==> src/rtl/alu_pkg.sv <==
// Shared ALU definitions: op-select encodings, NZCV flag bit positions and the
// writeback entry record carried through the result stage.
package alu_pkg;

  localparam int ALU_DATA_W = 32;
  localparam int ALU_RD_W   = 5;
  localparam int ALU_SEL_W  = 3;

  typedef enum logic [ALU_SEL_W-1:0] {
    ALU_OP_ADD = 3'b000,
    ALU_OP_SUB = 3'b001,
    ALU_OP_AND = 3'b010,
    ALU_OP_OR  = 3'b011,
    ALU_OP_XOR = 3'b100,
    ALU_OP_SLL = 3'b101,
    ALU_OP_SRL = 3'b110,
    ALU_OP_SLT = 3'b111
  } alu_op_e;

  localparam int FLAG_N = 3;
  localparam int FLAG_Z = 2;
  localparam int FLAG_C = 1;
  localparam int FLAG_V = 0;

  typedef struct packed {
    logic [ALU_DATA_W-1:0] result;
    logic [ALU_RD_W-1:0]   rd;
    logic                  we;
    logic [3:0]            flags;
  } wb_entry_t;

endpackage

==> src/rtl/alu_flag_gen.sv <==
// Combinational NZCV generation for one ALU result. Carry and overflow are only
// meaningful for the adder ops; every other op reports C=V=0.
module alu_flag_gen
  import alu_pkg::*;
#(
  parameter int DATA_W = ALU_DATA_W,
  parameter int SEL_W  = ALU_SEL_W
) (
  input  logic signed [DATA_W-1:0] result,
  input  logic        [SEL_W-1:0]  sel,
  input  logic                     carry,
  input  logic                     ovf,
  output logic        [3:0]        flags
);

  logic is_addsub;

  assign is_addsub = (sel == SEL_W'(ALU_OP_ADD)) || (sel == SEL_W'(ALU_OP_SUB));

  always_comb begin
    flags         = '0;
    flags[FLAG_N] = (result < 0);
    flags[FLAG_Z] = (result == '0);
    flags[FLAG_C] = is_addsub && carry;
    flags[FLAG_V] = is_addsub && ovf;
  end

endmodule

==> src/rtl/alu_result_stage.sv <==
// Execute-to-writeback stage: main register plus one skid entry, valid/ready on both
// sides, in_ready derived from state only. Optional ALU_RESULT_FWD_EN adds fwd0/fwd1 views.
module alu_result_stage
  import alu_pkg::*;
#(
  parameter int DATA_W = ALU_DATA_W,
  parameter int RD_W   = ALU_RD_W,
  parameter int SEL_W  = ALU_SEL_W
) (
  input  logic              clk,
  input  logic              rst,
  input  logic              in_valid,
  output logic              in_ready,
  input  logic [DATA_W-1:0] in_result,
  input  logic [SEL_W-1:0]  in_sel,
  input  logic              in_carry,
  input  logic              in_ovf,
  input  logic [RD_W-1:0]   in_rd,
  input  logic              in_we,
  output logic              out_valid,
  input  logic              out_ready,
  output logic [DATA_W-1:0] out_result,
  output logic [RD_W-1:0]   out_rd,
  output logic              out_we,
`ifdef ALU_RESULT_FWD_EN
  output logic              fwd0_valid,
  output logic [RD_W-1:0]   fwd0_rd,
  output logic [DATA_W-1:0] fwd0_data,
  output logic              fwd1_valid,
  output logic [RD_W-1:0]   fwd1_rd,
  output logic [DATA_W-1:0] fwd1_data,
`endif
  output logic [3:0]        out_flags
);

  logic [3:0] cap_flags;
  wb_entry_t  cap_p0;
  wb_entry_t  main_p1;
  wb_entry_t  skid_p1;
  logic       vld_p1;
  logic       skid_vld_p1;
  logic       fire_in;
  logic       main_load;

  // ---- p0: capture the incoming result and derive its flags ----
  alu_flag_gen #(
    .DATA_W (DATA_W),
    .SEL_W  (SEL_W)
  ) u_flag_gen (
    .result (in_result),
    .sel    (in_sel),
    .carry  (in_carry),
    .ovf    (in_ovf),
    .flags  (cap_flags)
  );

  always_comb begin
    cap_p0        = '0;
    cap_p0.result = in_result;
    cap_p0.rd     = in_rd;
    cap_p0.we     = in_we && (in_rd != '0);
    cap_p0.flags  = cap_flags;
  end

  assign in_ready  = !skid_vld_p1 && !rst;
  assign fire_in   = in_valid && in_ready;
  assign main_load = !vld_p1 || out_ready;

  // ---- p1: main entry and skid entry ----
  // A full skid forces in_ready low, so the skid never receives while it drains.
  always_ff @(posedge clk) begin
    if (rst) begin
      vld_p1      <= 1'b0;
      skid_vld_p1 <= 1'b0;
      main_p1     <= '0;
      skid_p1     <= '0;
    end else if (main_load) begin
      if (skid_vld_p1) begin
        main_p1     <= skid_p1;
        vld_p1      <= 1'b1;
        skid_vld_p1 <= 1'b0;
      end else if (fire_in) begin
        main_p1 <= cap_p0;
        vld_p1  <= 1'b1;
      end else begin
        vld_p1 <= 1'b0;
      end
    end else if (fire_in) begin
      skid_p1     <= cap_p0;
      skid_vld_p1 <= 1'b1;
    end
  end

  assign out_valid  = vld_p1;
  assign out_result = main_p1.result;
  assign out_rd     = main_p1.rd;
  assign out_we     = main_p1.we;
  assign out_flags  = main_p1.flags;

`ifdef ALU_RESULT_FWD_EN
  assign fwd0_valid = vld_p1 && main_p1.we;
  assign fwd0_rd    = main_p1.rd;
  assign fwd0_data  = main_p1.result;
  assign fwd1_valid = skid_vld_p1 && skid_p1.we;
  assign fwd1_rd    = skid_p1.rd;
  assign fwd1_data  = skid_p1.result;
`endif

endmodule
==> config.mk <==
export PLATFORM = sky130hd
export DESIGN_NAME = alu_result_stage
export DESIGN_NICKNAME = d
export VERILOG_FILES = /design/src/rtl/alu_pkg.sv /design/src/rtl/alu_flag_gen.sv /design/src/rtl/alu_result_stage.sv
export SDC_FILE = /design/constraint.sdc
export NUM_CORES = 1
export LEC_CHECK = 0
export ABC_AREA = 1
export CAP_MARGIN = 25
export CORE_AREA = 2 2 89 91
export DETAILED_ROUTE_END_ITERATION = 8
export DIE_AREA = 0 0 91 93
export HOLD_SLACK_MARGIN = 0.15
export PLACE_DENSITY = 0.78
export RECOVER_POWER = 25
export SLEW_MARGIN = 20
export SYNTH_ARGS = -nofsm -noshare
export SYNTH_HDL_FRONTEND = slang
export SYNTH_SLANG_ARGS = --single-unit
==> constraint.sdc <==
create_clock -name clk -period 1.4 [get_ports clk]
set_input_delay 0.28 -clock clk [delete_from_list [all_inputs] [get_ports clk]]
set_output_delay 0.28 -clock clk [all_outputs]
set_load 0.02 [all_outputs]
==> metrics.cfg, run 1 <==
[status]
status = finished clean

[worst_setup_path]
path_common_cell = buf_4
rrSetupSlack_ns = 0.008
cp_slowest_stage_delay_ns = 0.35
critPathSlowestCell = dfxtp_1
path_max_fanout = 6
cp-end-kind = flop
worstPathRequired_ns = 1.64
crit_chain = inv_2, nor2_4, buf_4, a21oi_4, buf_12, clkbuf_16, buf_4, o211a_1
r2r_cells = 8
startpoint = out_valid
worstSetupStartpointType = flop
r2r-start = out_valid
critPathKind = flop to flop
arrival_ns = 1.63
timing.rr.end = out_result[2]

[timing]
finalCriticalPeriod_ns = 1.392
finalHoldViolCount = 0
period_share = 0.9940
rsz0062_at_grt = true
final.setup_skew_ns = 0.01004
max_slew_margin = 0.6749
layout_setup_ws_ns = 0.008419
worst_pin_slew_ns = 0.4866
whs_ns = 0.4677
slew_violations = 0
max_freq_ghz = 0.7186
setup_viol = 0

[clock_tree]
cts_hold_buf = 0
clk_path_buf_depth = 2
clk_latency_ns = 0.35
clk_pin_slew_worst_paths_ns = 0.08
root_buffer = clkbuf_8
numCtsBuffers = 9
h-tree-depth = 3
cts.sinks = 84
tritoncts = built

[detailed_routing]
dr.max_layer_used = met4
wl_met2_um = 4731
wl_um = 9883
met1_length_um = 4286
dr.first_iter.drc_count = 145
remaining_drc_errors = 0
routedWlPerCell_um = 13.90
detail-route-antenna-nets = 0
routed-wl-met3_um = 713
viasPerCell = 5.086
first_pass_iters = 4
dr_total_vias = 3616

[placement]
io_buffers = 89
pre_cts_ws_ns = -0.4333
hpwl_um = 6142
gp_congestion = 0.8182

[grt]
grt_pass1_wl_um = 15240
grt_pass1_vias = 3381
overflow = 0
grt_start_max_net_pins = 40
track_usage = 0.2199
antenna_found_initial = 0

[layout]
fillCellCount = 627
diodes = 0
final_layout_size_suffix_gt1_frac = 0.1757
syn_to_final_growth_pct = 49.40
fin_nets = 651

[power_and_ir_drop]
ir_drop_v = 0.0005711
finalPower_w = 0.005261
p_leak_nw = 2.426
powerDensity_nw_per_um2 = 991.0

[worst_hold_path]
hold_path_class = input pin to flop
hold_path_depth = 3
worstHoldStart = rst
min_to = out_valid

[floorplanning]
fp.dieH_um = 93
rows = 32
start_util = 0.4721
boundaryPins = 91
die_x_um = 91
dieArea_sq_um = 8463
fp.coreArea_sq_um = 7527

[synthesis]
ys_seq_area_frac = 0.4732
synth-edff-count = 0
synthCells = 482
synthTopCellsByCount = 105 x nor2_1, 90 x o21ai_0, 84 x dfxtp_1
synth_seq_cells = 84
yosys-top-cells-area = dfxtp_1 47%, o21ai_0 13%, nor2_1 11%
synth_top_cell_by_area = dfxtp_1
async_flop_share = 0
synth.distinct_cells = 22
netlist.area_leader.share = 0.4732
synth_flop_cell = dfxtp_1
synth_area_sq_um = 3553
syn_nets = 529
yosys_warnings = 0
yosysMostFrequentCell = nor2_1
syn_avg_cell_area_sq_um = 7.372

[flow_run]
cap_violations = 0

[sequential cells by signal, summed over array words and instances, names as in the netlist]
register     count
out_flags        3
out_rd           5
out_result      32
out_valid        1
out_we           1
skid_p1         41
skid_vld_p1      1
[metal layers]
metal,up-vias,global-route usage
met5,-,0
met4,0,0.08333
met3,20,0.05802
met2,136,0.3704
met1,1652,0.2708
li1,1808,-
[cells by family (layout without fill, tap and decap cells)]
group,after synthesis,in the layout,share of synthesized area
flip-flops,84,84,0.4732
buffers and inverters,65,192,0.08697
AND/OR/NAND/NOR,192,192,0.2197
AO/OA/AOI/OAI,141,141,0.2201
[worst max-delay path, delay by kind of cell (launching register included)]
kind            cells  cell delay, ns
compound gates      2            0.23
buf+inv             5            0.60
flops               1            0.35
simple gates        1            0.10
[stage by stage]
| step | setup TNS [ns] | utilization | area, sq um | instances |
|---|---|---|---|---|
| final | 0 | 0.7053 | 5309 | 711 |
| after global routing | -0.4021 | 0.7053 | 5309 | 711 |
| after CTS | 0 | 0.6737 | 5071 | 707 |
| after detailed placement | -25.83 | 0.6431 | 4841 | 685 |
| after global placement | -22.56 | 0.6431 | 4841 | 685 |
| after floorplan | -0.03580 | - | 3560 | 482 |
[worst max path at each step]
stage | slack, ns | cells past startpoint | end
2_1_floorplan | -0.004 | 7 | out_flags[0]
3_3_place_gp | -0.39 | 3 | in_ready
3_5_place_dp | -0.43 | 7 | skid_p1[16]
4_1_cts | 0.008 | 8 | skid_p1[32]
5_1_grt | -0.03 | 7 | skid_p1[32]
6_report | 0.008 | 8 | out_result[2]
[cell usage in the layout, fill, tap and decap left out, types with 12 or more instances in the layout]
cell	instances
a21oi_1	28
buf_4	35
clkdlybuf4s50_1	43
dfxtp_1	83
dlygate4sd2_1	42
inv_1	27
nand2_1	65
nor2_1	89
nor2_4	12
o211a_1	13
o21ai_0	74
o21ai_1	22
[power breakdown]
| group | switching [W] | internal, W | total [W] |
|---|---|---|---|
| registers | 0.0000586 | 0.00250 | 0.00256 |
| logic | 0.000475 | 0.000464 | 0.000939 |
| clock network | 0.000846 | 0.000917 | 0.00176 |
[cell type report]
class,instances,area (sq um),area share
Clock buffer,12,155.1,0.02922
Timing Repair Buffer,144,1485,0.2798
Tap cell,102,127.6,0.02404
Multi-Input combinational cell,333,1684,0.3172
Clock inverter,4,47.55,0.008956
Inverter,32,123.9,0.02333
Sequential cell,84,1685,0.3175
[what timing repair did]
item | 4_1_cts | 5_1_grt
pin swaps | 3 | 6
endpoints found under the setup margin | 59 | 63
buffers inserted | 5 | 1
cloned | 1 | 5
gates resized for setup | 53 | 55
Note: power is estimated with default switching activity, not from simulation.
==> inputs of run 2 (changes only) <==
--- a/config.mk
+++ b/config.mk
@@ -7,11 +7,11 @@
 export LEC_CHECK = 0
 export ABC_AREA = 1
 export CAP_MARGIN = 25
-export CORE_AREA = 2 2 89 91
+export CORE_AREA = 2 2 88 90
+export CTS_BUF_LIST = sky130_fd_sc_hd__clkbuf_2 sky130_fd_sc_hd__clkbuf_4 sky130_fd_sc_hd__clkbuf_8
 export DETAILED_ROUTE_END_ITERATION = 8
-export DIE_AREA = 0 0 91 93
-export HOLD_SLACK_MARGIN = 0.15
-export PLACE_DENSITY = 0.78
+export DIE_AREA = 0 0 90 92
+export PLACE_DENSITY = 0.79
 export RECOVER_POWER = 25
 export SLEW_MARGIN = 20
 export SYNTH_ARGS = -nofsm -noshare
==> run 2 against run 1 <==
  * Sequential cell count unchanged
  * Fmax increased by 3.5%
  * Clock skew decreased by 0.0012 ns
  * Total power decreased by 0.71%
  * Cell count decreased by 0.70%
  * Sequential power about the same
  * Core utilization decreased by 2.2 points
  * Register-to-register slack improved by 0.05 ns
  * Design area decreased by 4.2%
  * Via count decreased by 1.3%
  * Sequential share of layout area increased by 1.4 points
  * Combinational power decreased by 8.6%
  * Critical path type unchanged
  * Critical endpoint is now skid_p1[1]
==> metrics.cfg, run 2 (synthesized netlist as in run 1, its figures left out) <==
[detailed_routing]
routedWlPerCell_um = 12.84
wl_um = 9066
first_pass_iters = 5
viasPerCell = 5.055
detail-route-antenna-nets = 0
dr_total_vias = 3569
dr.first_iter.drc_count = 201
remaining_drc_errors = 0

[clock_tree]
cts.sinks = 84
root_buffer = clkbuf_8
numCtsBuffers = 9
clk_path_buf_depth = 2
h-tree-depth = 3
clk_latency_ns = 0.35
tritoncts = built
clk_pin_slew_worst_paths_ns = 0.09

[timing]
rsz0062_at_grt = true
worst_pin_slew_ns = 0.3140
max_freq_ghz = 0.7436
setup_tns_ns = 0
max_slew_margin = 0.7902
period_share = 0.9606
slew_violations = 0
setup_viol = 0
layout_setup_ws_ns = 0.05518
finalHoldViolCount = 0
finalCriticalPeriod_ns = 1.345
final.setup_skew_ns = 0.008788

[power_and_ir_drop]
powerDensity_nw_per_um2 = 1027
combPwrFrac = 0.164
ir_drop_v = 0.0006597
p_leak_nw = 2.364
clockPowerShare = 0.346
p_switching_w = 0.001381
seqPwrFrac = 0.489
p_int_w = 0.003843
p_sw_frac = 0.2644

[grt]
grt_pass1_vias = 3507
grt_start_max_net_pins = 47
gr-usage-met2 = 0.3853
grt_pass1_wl_um = 15010
grt_use_met3 = 0.04848
antenna_found_initial = 0
overflow = 0
use_met1 = 0.2575
track_usage = 0.2178
grt.busiest_layer = met2

[layout]
mostFrequentLayoutCells = 100 x nor2_1, 90 x o21ai_0, 82 x dfxtp_1
final_layout_size_suffix_gt1_frac = 0.1424
largest_register_ffs = 41
regMostFlops = skid_p1
syn_to_final_growth_pct = 43.17
fin_area_sq_um = 5087
diodes = 0
fillCellCount = 640
layout_commonest_cell = nor2_1
fin_nets = 646
fin_util = 0.6831
register_area_sq_um = 1687
multiInputGateArea_sq_um = 1585

[floorplanning]
boundaryPins = 91
rows = 32
fp.coreArea_sq_um = 7447
dieArea_sq_um = 8280
fp.dieH_um = 92
start_util = 0.4772
die_x_um = 90

[worst_setup_path]
critPathSlowestCell = dfxtp_4
crit_chain = nor2_4, nand2_4, nor2_4, clkinvlp_4, buf_4, nor2_1, nor2_1
critPathKind = flop to flop
path_max_fanout = 8
worstSetupStartpointType = flop
worstPathRequired_ns = 1.65
cp-end-kind = flop
cp_slowest_stage_delay_ns = 0.37
arrival_ns = 1.59

[worst_hold_path]
hold_path_class = input pin to flop

[placement]
gp_congestion = 0.8170
placed_area_sq_um = 4821
io_buffers = 89
hpwl_um = 6033
pre_cts_ws_ns = -0.3935

[status]
status = finished clean

[flow_run]
cap_violations = 0

==> run 2: cell count changes in the layout (fill, tap and decap cells not counted), sizes merged <==
cell / delta
clkinvlp: +3
dlymetal6s2s: +1
clkbuf: -5
buf: -1
clkdlybuf4s15: -1
clkinv: -2
==> run 2: worst paths after layout <==
| check | start | end | slack (ns) | depth (start not counted) |
|---|---|---|---|---|
| setup / recovery | skid_vld_p1 | skid_p1[1] | 0.06 | 7 |
| hold / removal | rst | out_valid | 0.35 | 3 |
| setup reg to reg | skid_vld_p1 | skid_p1[1] | 0.06 | 7 |
| hold reg to reg | out_result[22] | out_result[22] | 0.48 | 2 |
==> run 2: critical path, delay by kind of cell (launching register included) <==
family        cells  cell delay (ns)
simple gates      5             0.57
buf+inv           2             0.31
flops             1             0.37
==> run 2: metal layers <==
layer | part of all wire | wire [um]
met4 | 0.0075 | 68
met1 | 0.44 | 3973
met2 | 0.49 | 4403
met5 | 0 | 0
met3 | 0.068 | 620
==> run 2: cell type report <==
type | instances | share of cell area
Sequential cell | 84 | 0.3315
Multi-Input combinational cell | 333 | 0.3116
Timing Repair Buffer | 139 | 0.2659
Clock buffer | 11 | 0.02976
Tap cell | 102 | 0.02509
Inverter | 32 | 0.02435
Clock inverter | 5 | 0.01181
==> run 2: through the flow <==
step | std cells | total power (W) | hold WS, ns
after floorplan | 482 | 0.003034 | 0.3878
after global placement | 684 | 0.003513 | 0.4608
after detailed placement | 684 | 0.003532 | 0.4735
after CTS | 700 | 0.005247 | 0.4879
after global routing | 706 | 0.005441 | 0.3804
final | 706 | 0.005224 | 0.3514
==> run 2: power by group through the flow <==
stage          clock (W)  combinational, W  sequential (W)
2_1_floorplan          0          0.000310         0.00272
3_3_place_gp           0          0.000901         0.00261
3_5_place_dp           0          0.000916         0.00262
4_1_cts          0.00184          0.000854         0.00256
5_1_grt          0.00193          0.000941         0.00257
6_report         0.00181          0.000858         0.00256
==> run 2: what timing repair did <==
action	CTS	global route
setup endpoints to repair	45	69
setup buffers	0	4
pin swaps	0	3
gates resized for setup	48	12
gates cloned	0	2
hold buffers	0	0
